## config.mk

```make
export PLATFORM = sky130hd
export DESIGN_NAME = uart_txrx_cfg
export DESIGN_NICKNAME = d
export VERILOG_FILES = /design/src/rtl/uart_txrx_cfg.sv
export SDC_FILE = /design/constraint.sdc
export NUM_CORES = 1
export LEC_CHECK = 0
export BUFFER_PORTS_ARGS = -buffer_cell sky130_fd_sc_hd__buf_2
export CORE_MARGIN = 3
export CORE_UTILIZATION = 54
export DETAILED_ROUTE_END_ITERATION = 16
export GPL_TIMING_DRIVEN = 1
export HOLD_SLACK_MARGIN = 0.12
export PLACE_DENSITY_LB_ADDON = 0.3
export RECOVER_POWER = 25
export SYNTH_ARGS = -nofsm -noshare
export SYNTH_HDL_FRONTEND = slang
export SYNTH_SLANG_ARGS = --single-unit
```

## constraint.sdc

```tcl
create_clock -name clk -period 1.9 [get_ports clk]
set_input_delay 0.19 -clock clk [delete_from_list [all_inputs] [get_ports clk]]
set_output_delay 0.19 -clock clk [all_outputs]
set_load 0.005 [all_outputs]
```

## src/rtl/uart_txrx_cfg.sv

```systemverilog
// Parameterised UART transmitter and receiver sharing one clock.
// TX: valid/ready byte input, start/data/parity/stop serialisation.
// RX: 2-flop synchronizer, majority-vote oversampling, parity/frame/break/
// overrun reporting with a held rx_vld until the consumer accepts.
module uart_txrx_cfg #(
  parameter int CLK_FREQUENCY = 48000000,
  parameter int BAUD_RATE     = 115200,
  parameter int DATA_BITS     = 8,
  parameter int PARITY        = 0,
  parameter int STOP_BITS     = 1,
  parameter int RX_SAMPLES    = 3
) (
  input  logic                 clk,
  input  logic                 reset,
  input  logic                 tx_vld,
  output logic                 tx_rdy,
  input  logic [DATA_BITS-1:0] tx_data,
  output logic                 tx_uart,
  input  logic                 rx_uart,
  output logic                 rx_vld,
  input  logic                 rx_rdy,
  output logic [DATA_BITS-1:0] rx_data,
  output logic                 rx_parity_err,
  output logic                 rx_frame_err,
  output logic                 rx_overrun_err,
  output logic                 rx_break
);

  localparam int CLKS_PER_BIT = CLK_FREQUENCY / BAUD_RATE;
  localparam int SAMPLE_STEP  = CLKS_PER_BIT / (RX_SAMPLES + 1);
  localparam int TW           = $clog2(CLKS_PER_BIT);
  localparam int PW           = $clog2(SAMPLE_STEP);
  localparam int VW           = $clog2(RX_SAMPLES + 1);
  localparam logic ODD        = (PARITY == 2);

  localparam logic [TW-1:0] BIT_END   = TW'(CLKS_PER_BIT - 1);
  localparam logic [PW-1:0] PH_LAST   = PW'(SAMPLE_STEP - 1);
  localparam logic [3:0]    DATA_LAST = 4'(DATA_BITS - 1);

  if (CLKS_PER_BIT < 2 * (RX_SAMPLES + 1) || DATA_BITS < 5 || DATA_BITS > 9 ||
      PARITY < 0 || PARITY > 2 || (STOP_BITS != 1 && STOP_BITS != 2) ||
      RX_SAMPLES < 3 || (RX_SAMPLES % 2) == 0) begin : g_bad_params
    $error("uart_txrx_cfg: illegal parameter combination");
  end

  typedef enum logic [2:0] {TX_IDLE, TX_START, TX_DATA, TX_PARITY, TX_STOP} tx_state_e;
  typedef enum logic [2:0] {RX_IDLE, RX_START, RX_DATA, RX_PARITY, RX_STOP, RX_WAIT_HIGH} rx_state_e;

  typedef struct packed {
    tx_state_e            state;
    logic [TW-1:0]        timer;
    logic [3:0]           bits;
    logic                 stops;
    logic [DATA_BITS-1:0] shift;
    logic                 par;
    logic                 line;
  } tx_regs_t;

  typedef struct packed {
    rx_state_e            state;
    logic [TW-1:0]        timer;
    logic [PW-1:0]        phase;
    logic [VW-1:0]        nsmp;
    logic [VW-1:0]        ones;
    logic [3:0]           bits;
    logic [DATA_BITS-1:0] shift;
    logic                 par;
    logic [DATA_BITS-1:0] data;
    logic                 vld;
    logic                 perr;
    logic                 ferr;
    logic                 oerr;
    logic                 brk;
  } rx_regs_t;

  localparam tx_regs_t TX_RESET = '{state: TX_IDLE, timer: '0, bits: '0, stops: 1'b0,
                                    shift: '0, par: 1'b0, line: 1'b1};
  localparam rx_regs_t RX_RESET = '{state: RX_IDLE, timer: '0, phase: '0, nsmp: '0, ones: '0,
                                    bits: '0, shift: '0, par: 1'b0, data: '0, vld: 1'b0,
                                    perr: 1'b0, ferr: 1'b0, oerr: 1'b0, brk: 1'b0};

  tx_regs_t   tx_q, tx_d;
  rx_regs_t   rx_q, rx_d;
  logic [1:0] sync_q;
  logic       rx_s;
  logic       smp_hit, smp_last, bit_val, bit_end, brk_pat, par_bad;

  // TX state and datapath registers.
  // NOTE: non-blocking assignments in clocked blocks so every flop updates from pre-edge values.
  always_ff @(posedge clk or posedge reset) begin
    if (reset) tx_q <= TX_RESET;
    else       tx_q <= tx_d;
  end

  // TX next state: accept in idle, then hold each bit for CLKS_PER_BIT cycles.
  // NOTE: start from the held value so every path assigns every field and no latch is inferred.
  always_comb begin
    tx_d = tx_q;
    if (tx_q.state == TX_IDLE) begin
      tx_d.timer = '0;
      if (tx_vld) begin
        tx_d.state = TX_START;
        tx_d.shift = tx_data;
        tx_d.par   = ^tx_data ^ ODD;
        tx_d.line  = 1'b0;
      end
    end else begin
      tx_d.timer = tx_q.timer + 1'b1;
      if (tx_q.timer == BIT_END) begin
        tx_d.timer = '0;
        case (tx_q.state)
          TX_START: begin
            tx_d.state = TX_DATA;
            tx_d.bits  = '0;
            tx_d.line  = tx_q.shift[0];
          end
          TX_DATA: begin
            tx_d.shift = tx_q.shift >> 1;
            if (tx_q.bits != DATA_LAST) begin
              tx_d.bits = tx_q.bits + 1'b1;
              tx_d.line = tx_q.shift[1];
            end else if (PARITY != 0) begin
              tx_d.state = TX_PARITY;
              tx_d.line  = tx_q.par;
            end else begin
              tx_d.state = TX_STOP;
              tx_d.stops = 1'b0;
              tx_d.line  = 1'b1;
            end
          end
          TX_PARITY: begin
            tx_d.state = TX_STOP;
            tx_d.stops = 1'b0;
            tx_d.line  = 1'b1;
          end
          TX_STOP: begin
            if (tx_q.stops == 1'(STOP_BITS - 1)) tx_d.state = TX_IDLE;
            else                                 tx_d.stops = 1'b1;
            tx_d.line = 1'b1;
          end
          default: begin
            tx_d.state = TX_IDLE;
            tx_d.line  = 1'b1;
          end
        endcase
      end
    end
  end

  assign tx_rdy  = (tx_q.state == TX_IDLE);
  assign tx_uart = tx_q.line;

  // Two-flop synchronizer for the asynchronous RX line; idles high.
  always_ff @(posedge clk or posedge reset) begin
    if (reset) sync_q <= 2'b11;
    else       sync_q <= {sync_q[0], rx_uart};
  end

  assign rx_s = sync_q[1];

  // Sample points fall where the phase counter wraps, k*SAMPLE_STEP for k=1..RX_SAMPLES.
  assign smp_hit  = (rx_q.phase == '0) && (rx_q.timer != '0) && (rx_q.nsmp != VW'(RX_SAMPLES));
  assign smp_last = smp_hit && (rx_q.nsmp == VW'(RX_SAMPLES - 1));
  assign bit_val  = (rx_q.ones + VW'(rx_s)) > VW'(RX_SAMPLES / 2);
  assign bit_end  = (rx_q.timer == BIT_END);
  assign brk_pat  = (rx_q.shift == '0) && ((PARITY == 0) || !rx_q.par);
  assign par_bad  = (PARITY != 0) && (rx_q.par != (^rx_q.shift ^ ODD));

  // RX state, sample counters, output data and error pulses.
  always_ff @(posedge clk or posedge reset) begin
    if (reset) rx_q <= RX_RESET;
    else       rx_q <= rx_d;
  end

  // RX next state: oversample each bit, vote, assemble, and report on the last stop sample.
  always_comb begin
    rx_d      = rx_q;
    rx_d.perr = 1'b0;
    rx_d.ferr = 1'b0;
    rx_d.oerr = 1'b0;
    rx_d.brk  = 1'b0;
    if (rx_q.vld && rx_rdy) rx_d.vld = 1'b0;

    if (rx_q.state inside {RX_START, RX_DATA, RX_PARITY, RX_STOP}) begin
      rx_d.timer = rx_q.timer + 1'b1;
      rx_d.phase = (rx_q.phase == PH_LAST) ? '0 : rx_q.phase + 1'b1;
      if (smp_hit) begin
        rx_d.nsmp = rx_q.nsmp + 1'b1;
        rx_d.ones = rx_q.ones + VW'(rx_s);
      end
      if (bit_end) begin
        rx_d.timer = '0;
        rx_d.phase = '0;
        rx_d.nsmp  = '0;
        rx_d.ones  = '0;
      end
    end else begin
      rx_d.timer = '0;
      rx_d.phase = '0;
      rx_d.nsmp  = '0;
      rx_d.ones  = '0;
    end

    case (rx_q.state)
      RX_IDLE:      if (!rx_s) rx_d.state = RX_START;
      RX_START: begin
        if (smp_last && bit_val) rx_d.state = RX_IDLE;
        else if (bit_end) begin
          rx_d.state = RX_DATA;
          rx_d.bits  = '0;
        end
      end
      RX_DATA: begin
        if (smp_last) rx_d.shift = {bit_val, rx_q.shift[DATA_BITS-1:1]};
        if (bit_end) begin
          if (rx_q.bits != DATA_LAST) rx_d.bits  = rx_q.bits + 1'b1;
          else if (PARITY != 0)       rx_d.state = RX_PARITY;
          else                        rx_d.state = RX_STOP;
        end
      end
      RX_PARITY: begin
        if (smp_last) rx_d.par = bit_val;
        if (bit_end)  rx_d.state = RX_STOP;
      end
      RX_STOP: begin
        if (smp_last) begin
          if (!bit_val && brk_pat) begin
            rx_d.brk   = 1'b1;
            rx_d.state = RX_WAIT_HIGH;
          end else begin
            rx_d.perr  = par_bad;
            rx_d.ferr  = !bit_val;
            rx_d.state = bit_val ? RX_IDLE : RX_WAIT_HIGH;
            if (rx_q.vld && !rx_rdy) begin
              rx_d.oerr = 1'b1;
            end else begin
              rx_d.data = rx_q.shift;
              rx_d.vld  = 1'b1;
            end
          end
        end
      end
      RX_WAIT_HIGH: if (rx_s) rx_d.state = RX_IDLE;
      default:      rx_d.state = RX_IDLE;
    endcase
  end

  assign rx_vld         = rx_q.vld;
  assign rx_data        = rx_q.data;
  assign rx_parity_err  = rx_q.perr;
  assign rx_frame_err   = rx_q.ferr;
  assign rx_overrun_err = rx_q.oerr;
  assign rx_break       = rx_q.brk;

endmodule

```

After elaboration in Yosys (flattened, before gate mapping). Index checks and enable logic that the tools add are counted.

Bitwise operators: 3. Muxes and demuxes: 45. Eq/ne operators: 32. Reductions and logical operators: 31. Add/subtract/negate cells: 7. $lt $le $gt $ge: 1.

Operators by type and width (number): 20-bit two-way mux (2); 3-bit two-way mux (13); 4-bit two-way mux (7); 25-bit two-way mux (1); 2-bit != test, second input constant (12); 9-bit by 1-bit adder with 9-bit output, second input constant (2); 9-bit == test, second input constant (2); 3-bit one-hot mux with 6 select lines (1); 8-bit two-way mux (2); 4-bit one-hot mux with 2 select lines (2); 4-bit AND reduction (4); 3-bit by 2-bit == test with 1-bit output, second input constant (4); 12-bit two-way mux (1); 3-bit one-hot mux with 4 select lines (1); 10-bit two-way mux (1); 5-bit two-way mux (2); 3-bit == test, second input constant (3); 1-bit two-way mux (9); 3-bit != test, second input constant (3); 9-bit nonzero test (1); 4-bit by 1-bit adder with 4-bit output, second input constant (2); 8-bit zero test (1); 4-bit by 3-bit != test with 1-bit output, second input constant (2); 2-bit nonzero test (4); 24 further kinds (37).

Flip-flop bits (word level): 77. Word-level logic and storage cells: 140. Input bits: 13.

Logic depth before layout (Yosys ltp). Gate-level depths: netlist of run 1.

Word-level depth: 7. Gate-level depth with buffers: 7.

Worst setup path before layout of run 1. OpenSTA, ideal clock, no wires.

Path type: flip-flop to flip-flop. Start point: register rx_q[37] in the netlist's numbering. End point: register rx_q[46] in the netlist's numbering. Buffers on the path: 1. Cell stages (with the launch flop): 8. Required time: 1.775 ns. Arrival time: 1.714 ns. Slack: 0.061 ns. Cells stage by stage: dfrtp_1 ha_1 and4_1 buf_4 a21boi_0 o22ai_1 nand2_1 mux2_4.

Cells in the longest elaborated chain, start to end: 7. Elaborated cells on any way between the ends: 13. Classes of those cells: eq/ne: 5; mux: 2; reduce/logical: 6.

Ends and longest elaborated chain: start, declared (RTL line 83) `rx_regs_t rx_q, rx_d;`; start signal, assigned (RTL line 172) `else rx_q <= rx_d;`; 9-bit nonzero test (RTL line 162) `assign smp_hit = (rx_q.phase == '0) && (rx_q.timer != '0) && (rx_q.nsmp != VW'(RX_SAMPLES));`; 1-bit logical AND (2 in series) (RTL line 162); 1-bit logical AND (RTL line 163) `assign smp_last = smp_hit && (rx_q.nsmp == VW'(RX_SAMPLES - 1));`; 1-bit logical AND (RTL line 207) `if (smp_last && bit_val) rx_d.state = RX_IDLE;`; 3-bit by 2-bit != test with 1-bit output (no line) or 3-bit two-way mux (tied branches); 7-bit AND reduction (no line) or 3-bit one-hot mux with 6 select lines (tied branches).

Parallel ways exist; a longest one is shown, timed or not. A chain may end at the register's enable or synchronous reset.

Worst setup path after layout of run 1.
Start point: register rx_q[30] in the netlist's numbering. End point: register rx_q (netlist bit rx_data[0]).

Cells in the longest elaborated chain, start to end: 5.

Ends and longest elaborated chain (RTL line): 7-bit zero test (162); 1-bit logical AND (2 in series) (162); 1-bit logical AND (163); 4-bit AND reduction (no line).

Every way passes these cells.

==> summary.txt, run 1 <==
Power and ir drop
  – Leakage power: 2.22 nW
  – Power Total: 3.37 mW
  – PD cells: 729 nW/um^2
  – Peak VDD IR: 0.428 mV

STA
  – Clk_skew: about 0.0076 ns
  – RSZ-0062 raised after global routing: true
  – Slew Limit Fails: 0
  – Worst setup slack after layout: 0.0308 ns
  – Final period utilization: 98.4%
  – Fin Setup TNS: 0 ns
  – Final Hold Viols: 0
  – Tmin final: 1.87 ns
  – Final setup fails: 0
  – Worst slew margin: 35.0%
  – Worst slew pin tran: 0.970 ns
  – Fmax: approximately 530 MHz

Critical path
  – FF-to-FF Start: rx_q[30]
  – CP Data Arrival Time: about 2.1 ns
  – Worst path max stage delay: roughly 0.40 ns
  – Kind of critical path: reg -> reg
  – Crit. End Element: register
  – Critical-path top delay cell: dfrtp_1
  – Worst-path maximum fanout: 8
  – Worst r2r path cells: 7
  – FF-to-FF End: rx_data[0]
  – Reg2reg setup slack: 0.03 ns
  – Cells along the critical path: inv_1, ha_1, and4bb_2, nand2_4, nor2_4, o2111ai_4, mux2_4
  – Startpoint Class: register
  – Worst EP required: ~2.1 ns

Yosys
  – Post-Syn Area: 3830 sq um
  – Post-synth ARST share: between 90% and 100%
  – Seq cells post-synth: 75
  – Seq/Total Area, Yosys: 49.1%
  – YS warnings: 0
  – Mapped Cells: between 300 and 400
  – Post-synth net total: 377
  – Number of enable flip-flop cells after synthesis: 0
  – Post-synth top flop: dfrtp_1
  – Netlist cell types: 65
  – Syn Area/Cell: ~11 sq um

Layout
  – Fin nets: 445
  – Final instance area: 4620 sq um
  – Ant diodes: 0
  – Final cell count without fillers: roughly 520
  – Fill count: 537
  – FF+latch area: 1880 sq um
  – Ratio of cells with drive above 1 in the final layout: 30.7%
  – Area of the multi-input gates: 1800 sq um
  – P&R area growth vs syn: 20.6%

Die
  – CORE AREA: 6830 sq um
  – # IOs: 28
  – Core Rows: 30
  – Width of the chip: 90.2 microns
  – Die height: 90.2 microns
  – Initial Util: 56.1%
  – Die ar.: slightly above 8000 sq um

Routing
  – Iter 0 DRT Violations: between 90 and 100
  – Post-DR vias/cell: 5.35
  – Drt pass-1 iters: 4
  – Post-route ant nets: 0
  – Routed wire per std cell: 14.2 microns
  – Final WL: 7450 microns
  – DRC: 0
  – Routed vias: 2799

Place
  – Placed cells: roughly 500
  – Hpwl dp: 5340 microns
  – Routability cong.: 0.862
  – Placed Area: 4260 sq um
  – Placement Setup Slack: 0.000513 ns
  – Port bufs: 26

Clocking
  – Total CTS buffers: 9
  – CTS tree: yes
  – Insertion delay to the later sink of the worst-skew pair: 0.35 ns
  – # H-tree levels: 3
  – Clock sink count: 75
  – CTS root buf: clkbuf_8
  – Clock slew at reported path FFs: 0.08 ns
  – CTS max path bufs: 2

Global routing
  – Grt ovf: 0
  – First-pass GRT wire length: 12300 microns
  – Vias in the first global route: ~2700
  – Largest net degree at the start of global routing: 29
  – Total Routing Usage GR: approximately a fifth
  – Initial antenna violation count: 0

Hold path
  – Min-Delay Path Depth: 3
  – WHS Endpoint: tx_uart
  – HP Start: tx_vld
  – Hold crit path type: in -> reg

Run
  – Max_cap viols: 0

Status
  – Status: complete, no violations
layer usage:
| layer | share of wire (%) | wire length [microns] | vias up | global-route usage [%] |
|---|---|---|---|---|
| met3 | 3.0 | 225 | 13 | 4.85 |
| li1 | - | - | 1366 | - |
| met5 | 0 | 0 | - | 0 |
| met1 | 44 | 3270 | 1373 | 22.5 |
| met4 | 2.1 | 158 | 0 | 7.65 |
| met2 | 51 | 3800 | 47 | 32.5 |
worst max-delay path, delay by kind of cell (launching register included):
| kind | cells | cell delay (ns) |
|---|---|---|
| AO/OA/AOI/OAI | 1 | 0.22 |
| buffers and inverters | 1 | 0.10 |
| AND/OR/NAND/NOR | 3 | 0.51 |
| flip-flops | 1 | 0.40 |
| multiplexers | 1 | 0.36 |
| adder cells (fa/ha/maj) | 1 | 0.18 |
cells in the mapped netlist (4+ instances only):
cell type | count | area share, %
and3_1 | 6 | 0.98
o21ai_0 | 10 | 1.3
a22oi_1 | 9 | 1.8
a21oi_1 | 9 | 1.2
ha_1 | 10 | 3.3
nor2_1 | 38 | 3.7
xor2_1 | 10 | 2.3
nand2_1 | 27 | 2.6
nand3_1 | 12 | 1.6
and2_1 | 4 | 0.65
nor3_1 | 4 | 0.52
inv_1 | 14 | 1.4
a31oi_1 | 4 | 0.65
nor2b_1 | 5 | 0.82
xnor2_1 | 13 | 3.0
nor3b_1 | 6 | 1.2
dfrtp_1 | 72 | 47
buf_4 | 10 | 2.0
mux2_2 | 18 | 5.3
worst max path at each step:
stage	startpoint	to	cells after the start
floorplan	rx_q[37]	rx_q[46]	7
global placement	rx_q[39]	rx_data[0]	5
detailed placement	rx_q[39]	rx_data[0]	5
CTS	rx_q[30]	rx_data[0]	7
global route	sync_q[1]	rx_q[46]	5
finish	rx_q[30]	rx_data[0]	7
cell usage in the layout, fill, tap and decap left out, types with 10 or more instances in the layout:
cell,netlist,layout
nor2_1,38,37
xor2_1,10,10
nand3_1,12,12
o21ai_0,10,10
dfrtp_1,72,72
buf_2,3,25
buf_4,10,34
inv_1,14,13
mux2_2,18,17
dlygate4sd3_1,0,10
nand2_1,27,27
xnor2_1,13,13
kinds of logic (layout without fill, tap and decap cells):
family	count (synthesis)	count (layout)	share of synthesized area [%]
simple gates	137	137	20.7
other cells	1	1	0.0979
compound gates	55	55	10.6
buf+inv	31	104	4.51
fa+ha+maj	10	10	3.27
xor+xnor	23	23	5.26
mux	22	22	6.47
flops	75	75	49.1
stage by stage:
step,hold slack [ns],util (%)
after global routing,0.250,67.7
after floorplan,0.194,-
final,0.225,67.7
after detailed placement,0.251,62.3
after global placement,0.239,62.3
after CTS,0.219,67.3
area by class of cell:
class                           count  share of cell area (%)
Sequential cell                    75                    40.7
Multi-Input combinational cell    248                    39.0
Timing Repair Buffer               74                    11.9
Clock buffer                       10                    2.76
Tap cell                           96                    2.60
Clock inverter                      6                    1.95
Inverter                           14                    1.16
power breakdown:
group	internal, mW	switching (mW)
registers	1.69	0.0777
logic	0.121	0.130
clock network	0.742	0.605
total	2.55	0.813
repair_timing:
action / 4_1_cts / 5_1_grt
pin swaps: 1 / 6
setup buffers: 2 / 4
endpoints found under the hold margin: 27 / 0
gates resized for setup: 3 / 5
setup endpoints to repair: 11 / 35
hold buffers: 10 / 0
sequential cells by signal (all words and copies together), names as in the netlist:
name,cells
tx_q,25
rx_vld,1
rx_q,35
rx_overrun_err,1
rx_break,1
sync_q,2
rx_data,8
rx_frame_err,1
tx_uart,1
Note: power is estimated with default switching activity, not from simulation.
==> run 2, diff against run 1 <==
==> config.mk (replaced) <==
export PLATFORM = sky130hd
export DESIGN_NAME = uart_txrx_cfg
export DESIGN_NICKNAME = d
export VERILOG_FILES = /design/src/rtl/uart_txrx_cfg.sv
export SDC_FILE = /design/constraint.sdc
export NUM_CORES = 1
export LEC_CHECK = 0
export CORE_MARGIN = 3
export CORE_UTILIZATION = 57
export DETAILED_ROUTE_END_ITERATION = 16
export DONT_BUFFER_PORTS = 1
export GPL_TIMING_DRIVEN = 1
export HOLD_SLACK_MARGIN = 0.12
export PLACE_DENSITY = 0.75
export RECOVER_POWER = 25
export SYNTH_ARGS = -nofsm -noshare
export SYNTH_HDL_FRONTEND = slang
export SYNTH_SLANG_ARGS = --single-unit
==> run 2 against run 1 <==
Via count is 4.0% lower; clock power is 11% lower; fmax is 3.5% higher; critical path depth is 3 lower; sequential power hardly changed; die area is 4.9% lower; critical path type unchanged; largest cell class unchanged; highest routed layer unchanged.
==> summary.txt, run 2 (synthesis results as in run 1) <==
Global routing
  – Initial antenna violation count: 0 (unchanged)
  – Largest net degree at the start of global routing: 31 (was 29)
  – First-pass GRT wire length: 11700 microns (was 12300 microns)
  – Total Routing Usage GR: 19.7% (was 18.9%)
  – Grt ovf: 0 (unchanged)
  – Vias in the first global route: 2606 (was 2721)

Routing
  – Post-route ant nets: 0 (unchanged)
  – Routed vias: 2688 (was 2799)
  – DRC: 0 (unchanged)
  – Post-DR vias/cell: 5.66 (was 5.35)
  – Drt pass-1 iters: 4 (unchanged)
  – Iter 0 DRT Violations: 149 (was 99)
  – Final WL: 7100 microns (was 7450 microns)
  – Routed wire per std cell: 14.9 microns (was 14.2 microns)

Critical path
  – Kind of critical path: reg -> reg (unchanged)
  – Worst EP required: 2.12 ns (was 2.14 ns)
  – Critical-path top delay cell: dfstp_2 (was dfrtp_1)
  – CP Data Arrival Time: 2.03 ns (was 2.11 ns)
  – FF-to-FF End: rx_data[1] (was rx_data[0])
  – Worst path max stage delay: 0.55 ns (was 0.40 ns)
  – FF-to-FF Start: sync_q[1] (was rx_q[30])
  – Startpoint Class: register (unchanged)
  – Worst-path maximum fanout: 8 (unchanged)
  – CP Launch Point: sync_q[1] (was rx_q[30])
  – Worst Setup EP: rx_data[1] (was rx_data[0])
  – Worst r2r path cells: 4 (was 7)
  – Cells along the critical path: ha_1, xor2_1, o2111ai_4, mux2_2 (was inv_1, ha_1, and4bb_2, nand2_4, nor2_4, o2111ai_4, mux2_4)
  – Crit. End Element: register (unchanged)
  – Reg2reg setup slack: 0.09 ns (was 0.03 ns)

Layout
  – Biggest register: rx_q (unchanged)
  – Ant diodes: 0 (unchanged)
  – Final cell count without fillers: 475 (was 523)
  – Final instance area: 4410 sq um (was 4620 sq um)
  – Fin nets: 416 (was 445)
  – Most frequent cells in the layout: 72 x dfrtp_1, 38 x nor2_1, 32 x buf_4 (was 72 x dfrtp_1, 37 x nor2_1, 34 x buf_4)
  – Ratio of cells with drive above 1 in the final layout: 25.4% (was 30.7%)
  – Fill count: 478 (was 537)
  – P&R area growth vs syn: 15.0% (was 20.6%)
  – Largest register FFs: 35 (unchanged)
  – Most common cell after layout, fill and taps aside: dfrtp_1 (unchanged)

Clocking
  – Total CTS buffers: 9 (unchanged)
  – Clock slew at reported path FFs: 0.08 ns (about the same)
  – CTS root buf: clkbuf_8 (unchanged)
  – CTS max path bufs: 2 (unchanged)
  – CTS tree: yes (unchanged)
  – Insertion delay to the later sink of the worst-skew pair: 0.34 ns (was 0.35 ns)
  – Clock sink count: 75 (unchanged)
  – # H-tree levels: 3 (unchanged)

STA
  – Clk_skew: 0.0103 ns (was 0.00759 ns)
  – Worst slew pin tran: 1.30 ns (was 0.970 ns)
  – RSZ-0062 raised after global routing: false (was true)
  – Final setup fails: 0 (unchanged)
  – Tmin final: 1.81 ns (was 1.87 ns)
  – Final period utilization: 95.1% (was 98.4%)
  – Fmax: 553 MHz (was 535 MHz)
  – Final Hold Viols: 0 (unchanged)
  – Slew Limit Fails: 0 (unchanged)
  – Worst slew margin: 13.1% (was 35.0%)

Hold path
  – Hold crit path type: in -> reg (unchanged)

Place
  – Port bufs: 0 (was 26)
  – Placed cells: 445 (was 491)
  – Placed Area: 4060 sq um (was 4260 sq um)
  – Routability cong.: 0.886 (was 0.862)
  – Hpwl dp: 4980 microns (was 5340 microns)

Die
  – Core Rows: 29 (was 30)
  – CORE AREA: 6420 sq um (was 6830 sq um)
  – Die height: 88.0 microns (was 90.2 microns)
  – Width of the chip: 88.0 microns (was 90.2 microns)
  – Die ar.: 7740 sq um (was 8140 sq um)
  – Initial Util: 59.7% (was 56.1%)
  – # IOs: 28 (unchanged)

Power and ir drop
  – PD cells: 731 nW/um^2 (was 729 nW/um^2)
  – Peak VDD IR: 0.655 mV (was 0.428 mV)
  – Leakage power: 2.05 nW (was 2.22 nW)

Status
  – Status: complete, no violations (unchanged)

Run
  – Max_cap viols: 0 (unchanged)
## run 2: worst min path at each step
stage                     startpoint             end  cells past startpoint
final                         rx_rdy  rx_overrun_err                      2
after global routing          rx_rdy  rx_overrun_err                      2
after CTS                     rx_rdy  rx_overrun_err                      2
after detailed placement       reset          rx_vld                      1
after global placement         reset          rx_vld                      1
after floorplan              rx_uart       sync_q[0]                      0
## run 2: metal layers
metal  part of all wire [%]  up-vias  GRT usage, %
li1                       -     1313             -
met1                     45     1313          24.1
met2                     51       53          32.8
met3                    3.6        9          6.30
met4                    1.3        0          6.83
met5                      0        -             0
## run 2: area by class of cell
class | instances | area (sq um) | share of cell area (%)
clock buffers | 12 | 145 | 3.29
flip-flops and latches | 75 | 1880 | 42.7
clock inverters | 4 | 50.0 | 1.14
well taps | 77 | 96.3 | 2.19
multi-input cells | 248 | 1800 | 40.8
repair buffers | 45 | 382 | 8.66
inverters | 14 | 53.8 | 1.22
## run 2: through the flow
stage | worst slack, ns | utilization [%] | power [mW] | hold slack (ns) | setup TNS [ns]
2_1_floorplan | 0.0611 | - | 1.94 | 0.194 | 0
3_3_place_gp | 0.0474 | 63.2 | 2.01 | 0.171 | 0
3_5_place_dp | -0.0336 | 63.2 | 2.02 | 0.187 | -0.240
4_1_cts | 0.0333 | 68.0 | 3.25 | 0.146 | 0
5_1_grt | 0.000665 | 68.6 | 3.37 | 0.159 | 0
6_report | 0.0933 | 68.6 | 3.22 | 0.163 | 0
## run 2: power breakdown
group | leakage, nW | total, mW | switching [mW] | internal [mW]
clock network | 0.0926 | 1.20 | 0.560 | 0.641
registers | 0.990 | 1.78 | 0.0845 | 1.69
logic | 0.968 | 0.241 | 0.129 | 0.112
total | 2.05 | 3.22 | 0.773 | 2.45
## run 2: timing repair
action | CTS | global route
setup buffers | 1 | 2
hold buffers | 11 | 0
setup endpoints to repair | 11 | 28
gates resized for setup | 1 | 8
pin swaps | 1 | 2
endpoints found under the hold margin | 37 | 0
## run 2: worst max-delay path: cells and delay by family, from the launching register on
| family | cells | cell delay [ns] |
|---|---|---|
| xor gates and xnor gates | 1 | 0.15 |
| AOI/OAI and AO/OA | 1 | 0.35 |
| adders and majority gates | 1 | 0.26 |
| muxes | 1 | 0.38 |
| DFF | 1 | 0.55 |
==> run 3, diff against run 2 <==
--- a/config.mk
+++ b/config.mk
@@ -5,7 +5,8 @@
 export SDC_FILE = /design/constraint.sdc
 export NUM_CORES = 1
 export LEC_CHECK = 0
-export CORE_MARGIN = 3
+export ABC_AREA = 1
+export CORE_MARGIN = 2
 export CORE_UTILIZATION = 57
 export DETAILED_ROUTE_END_ITERATION = 16
 export DONT_BUFFER_PORTS = 1
==> run 3 against run 2 <==
First-iteration DRC count rose by 49%; area after synthesis increased by 2.4%; non-clock buffer count down 29; sequential cell count did not move; critical path type unchanged; highest routed layer unchanged.
==> summary.txt, run 3 <==
Layout
  – P&R area growth vs syn: 10.2% (was 15.0%)
  – Final cell count without fillers: 564 (was 475)
  – Most frequent cells in the layout: 97 x nand2_1, 72 x dfrtp_1, 57 x inv_1 (was 72 x dfrtp_1, 38 x nor2_1, 32 x buf_4)
  – Biggest register: rx_q (unchanged)
  – Ratio of cells with drive above 1 in the final layout: 15.3% (was 25.4%)
  – Ant diodes: 0 (unchanged)
  – Most common cell after layout, fill and taps aside: nand2_1 (was dfrtp_1)
  – Largest register FFs: 35 (unchanged)
  – Core Util, Final: 64.4% (was 68.6%)
  – Fin nets: 502 (was 416)

Global routing
  – M1 GR Usage: 26.5% (was 24.1%)
  – Largest net degree at the start of global routing: 76 (was 31)
  – Met3 Usage GRT: 5.69% (was 6.30%)
  – Grt met2 use: 33.3% (was 32.8%)
  – First-pass GRT wire length: 12200 microns (was 11700 microns)
  – Vias in the first global route: 2840 (was 2606)
  – Grt ovf: 0 (unchanged)
  – Total Routing Usage GR: 20.4% (was 19.7%)
  – Initial antenna violation count: 0 (unchanged)
  – Gr busiest metal: met2 (unchanged)

Critical path
  – Top Family by Delay on Critical Path: flip-flops (unchanged)
  – Critical Path Most Common Cell: nand2_1
  – Kind of critical path: reg -> reg (unchanged)
  – Cells along the critical path: ha_1, xor2_2, inv_1, nand2_1, nand3_4, nand2_1, o21ai_2 (was ha_1, xor2_1, o2111ai_4, mux2_2)
  – Crit. End Element: register (unchanged)
  – FF-to-FF Start: sync_q[1] (unchanged)
  – Reg2reg setup slack: 0.21 ns (was 0.09 ns)
  – FF-to-FF End: rx_data[3] (was rx_data[1])
  – Startpoint Class: register (unchanged)
  – Critical-path top delay cell: dfstp_2 (unchanged)
  – Worst r2r path cells: 7 (was 4)
  – Worst path max stage delay: 0.55 ns (about the same)
  – Worst EP required: 2.15 ns (was 2.12 ns)
  – Worst path bufs/invs: 1 (was 0)
  – CP Data Arrival Time: 1.94 ns (was 2.03 ns)
  – Worst-path maximum fanout: 8 (unchanged)

Die
  – Die ar.: 7570 sq um (was 7740 sq um)
  – Initial Util: 58.4% (was 59.7%)
  – Die height: 87.0 microns (was 88.0 microns)
  – Core Rows: 30 (was 29)
  – Width of the chip: 87.0 microns (was 88.0 microns)
  – # IOs: 28 (unchanged)
  – CORE AREA: 6720 sq um (was 6420 sq um)

Clocking
  – Clock sink count: 75 (unchanged)
  – Insertion delay to the later sink of the worst-skew pair: 0.36 ns (was 0.34 ns)
  – # H-tree levels: 3 (unchanged)
  – Clock slew at reported path FFs: 0.09 ns (was 0.08 ns)
  – CTS max path bufs: 2 (unchanged)
  – CTS root buf: clkbuf_8 (unchanged)
  – Total CTS buffers: 9 (unchanged)
  – CTS tree: yes (unchanged)

Routing
  – Drt pass-1 iters: 4 (unchanged)
  – Final WL: 7200 microns (was 7100 microns)
  – Post-route ant nets: 0 (unchanged)
  – Iter 0 DRT Violations: 222 (was 149)
  – Routed wire per std cell: 12.8 microns (was 14.9 microns)
  – Routed vias: 3013 (was 2688)
  – Post-DR vias/cell: 5.34 (was 5.66)
  – DRC: 0 (unchanged)

Power and ir drop
  – Leakage power: 2.12 nW (was 2.05 nW)
  – PD cells: 709 nW/um^2 (was 731 nW/um^2)
  – Peak VDD IR: 0.386 mV (was 0.655 mV)
  – Power Total: 3.07 mW (was 3.22 mW)

STA
  – Clk_skew: 0.0178 ns (was 0.0103 ns)
  – Worst slew pin tran: 1.00 ns (was 1.30 ns)
  – Slew Limit Fails: 0 (unchanged)
  – Final setup fails: 0 (unchanged)
  – Fmax: 593 MHz (was 553 MHz)
  – Worst slew margin: 33.1% (was 13.1%)
  – Final period utilization: 88.8% (was 95.1%)
  – Final Hold Viols: 0 (unchanged)
  – Tmin final: 1.69 ns (was 1.81 ns)

Yosys
  – Post-synth top flop: dfrtp_1 (unchanged)
  – Mux cell area share after synthesis: 0% (was 6.47%)
  – Post-Synth XOR/XNOR Area: 2.42% (was 5.26%)
  – Post-Syn Area: 3930 sq um (was 3830 sq um)
  – Seq/Total Area, Yosys: 47.9% (was 49.1%)
  – Netlist cell types: 40 (was 65)
  – Simple-gate share of the synthesized area: 30.1% (was 20.7%)
  – YS warnings: 0 (unchanged)
  – Syn Area/Cell: 8.44 sq um (was 10.8 sq um)
  – Seq cells post-synth: 75 (unchanged)
  – Largest family of logic cells by synthesized area: simple AND/OR/NAND/NOR gates (unchanged)
  – Synth top cells by count: 97 x nand2_1, 72 x dfrtp_1, 58 x inv_1 (was 72 x dfrtp_1, 38 x nor2_1, 27 x nand2_1)
  – Synth top area share: 45.9% (was 47.0%)
  – Post-synth top area cell: dfrtp_1 (unchanged)
  – Post-synthesis adder-cell area fraction: 3.19% (was 3.27%)
  – Synth top area cells: dfrtp_1 46%, nand2_1 9.3%, nand3_1 6.9% (was dfrtp_1 47%, mux2_2 5.3%, nor2_1 3.7%)
  – Post-synth net total: 488 (was 377)
  – Most common cell in the synthesized netlist: nand2_1 (was dfrtp_1)
  – Compound-Gate Fraction of Synth Area: 7.17% (was 10.6%)
  – Post-synth ARST share: 100% (unchanged)
  – Mapped Cells: 465 (was 354)
  – Number of enable flip-flop cells after synthesis: 0 (unchanged)

Hold path
  – WHS Endpoint: sync_q[1] (was rx_overrun_err)
  – Min-Delay Path Depth: 0 (was 2)
  – Hold crit path type: reg -> reg (was in -> reg)
  – HP Start: sync_q[0] (was rx_rdy)

Place
  – Placed cells: 533 (was 445)
  – Routability cong.: 0.860 (was 0.886)
  – Port bufs: 0 (unchanged)
  – Hpwl dp: 4840 microns (was 4980 microns)

Status
  – Status: complete, no violations (unchanged)

Run
  – Max_cap viols: 0 (unchanged)
run 3: changes by cell type after synthesis, moves of 8 or more:
cell / change
nand2_1: +70
inv_1: +44
nand3_1: +42
mux2_2: -18
xnor2_1: -12
o21ai_1: +10
a22oi_1: -9
inv_2: +8
nor3_1: +8
run 3: layout make-up:
cell class / instances / area [sq um]
fillers: 547 / 2390
clock inverters: 7 / 109
multi-input cells: 310 / 1700
flip-flops and latches: 75 / 1880
clock buffers: 9 / 124
inverters: 67 / 258
well taps: 80 / 100
repair buffers: 16 / 150
run 3: worst max-delay path by stage:
stage          slack [ns]       from  cells after the start          to
6_report             0.21  sync_q[1]                      7  rx_data[3]
5_1_grt            -0.003   rx_q[30]                     11    rx_q[25]
4_1_cts              0.15  sync_q[1]                      7  rx_data[3]
3_5_place_dp         0.15  sync_q[1]                      7  rx_data[3]
3_3_place_gp         0.20  sync_q[1]                      7  rx_data[1]
2_1_floorplan        0.29  sync_q[1]                      8  rx_data[7]
run 3: metal layers:
metal  vias up  wire length [microns]
met5         -                      0
met4         0                     58
met3         6                    303
met2        61                   3500
met1      1428                   3340
li1       1518                      -
run 3: per-stage QoR:
stage / area, sq um / hold slack [ns] / setup slack, ns / TNS [ns]
final: 4320 / 0.376 / 0.213 / 0
after global routing: 4320 / 0.362 / -0.00260 / -0.00260
after CTS: 4300 / 0.359 / 0.146 / 0
after detailed placement: 3950 / 0.195 / 0.151 / 0
after global placement: 3950 / 0.195 / 0.203 / 0
after floorplan: 3930 / 0.194 / 0.293 / 0
run 3: logic make-up after synthesis:
logic type      count (synthesis)
compound gates                 42
xor+xnor                       10
flops                          75
fa+ha+maj                      10
buf+inv                        81
other cells                     1
simple gates                  246
run 3: where the power goes:
part	switching [mW]	total, mW	leakage, nW	internal, mW
combinational	0.0351	0.0535	1.02	0.0184
sequential	0.00162	1.60	0.988	1.60
clock	0.646	1.41	0.118	0.767
run 3: timing repair:
action | CTS | global route
hold endpoints to repair | 84 | 0
hold buffers | 12 | 0
setup buffers | 0 | 2
gates resized for setup | 0 | 1
endpoints found under the setup margin | 0 | 6
run 3: worst reg2reg max path: cells and delay by family (launching register included):
family	cells	cell delay [ns]
xor gates and xnor gates	1	0.20
adders and majority gates	1	0.19
AOI/OAI and AO/OA	1	0.05
and+or+nand+nor	3	0.49
DFF	1	0.55
buffers and inverters	1	0.12
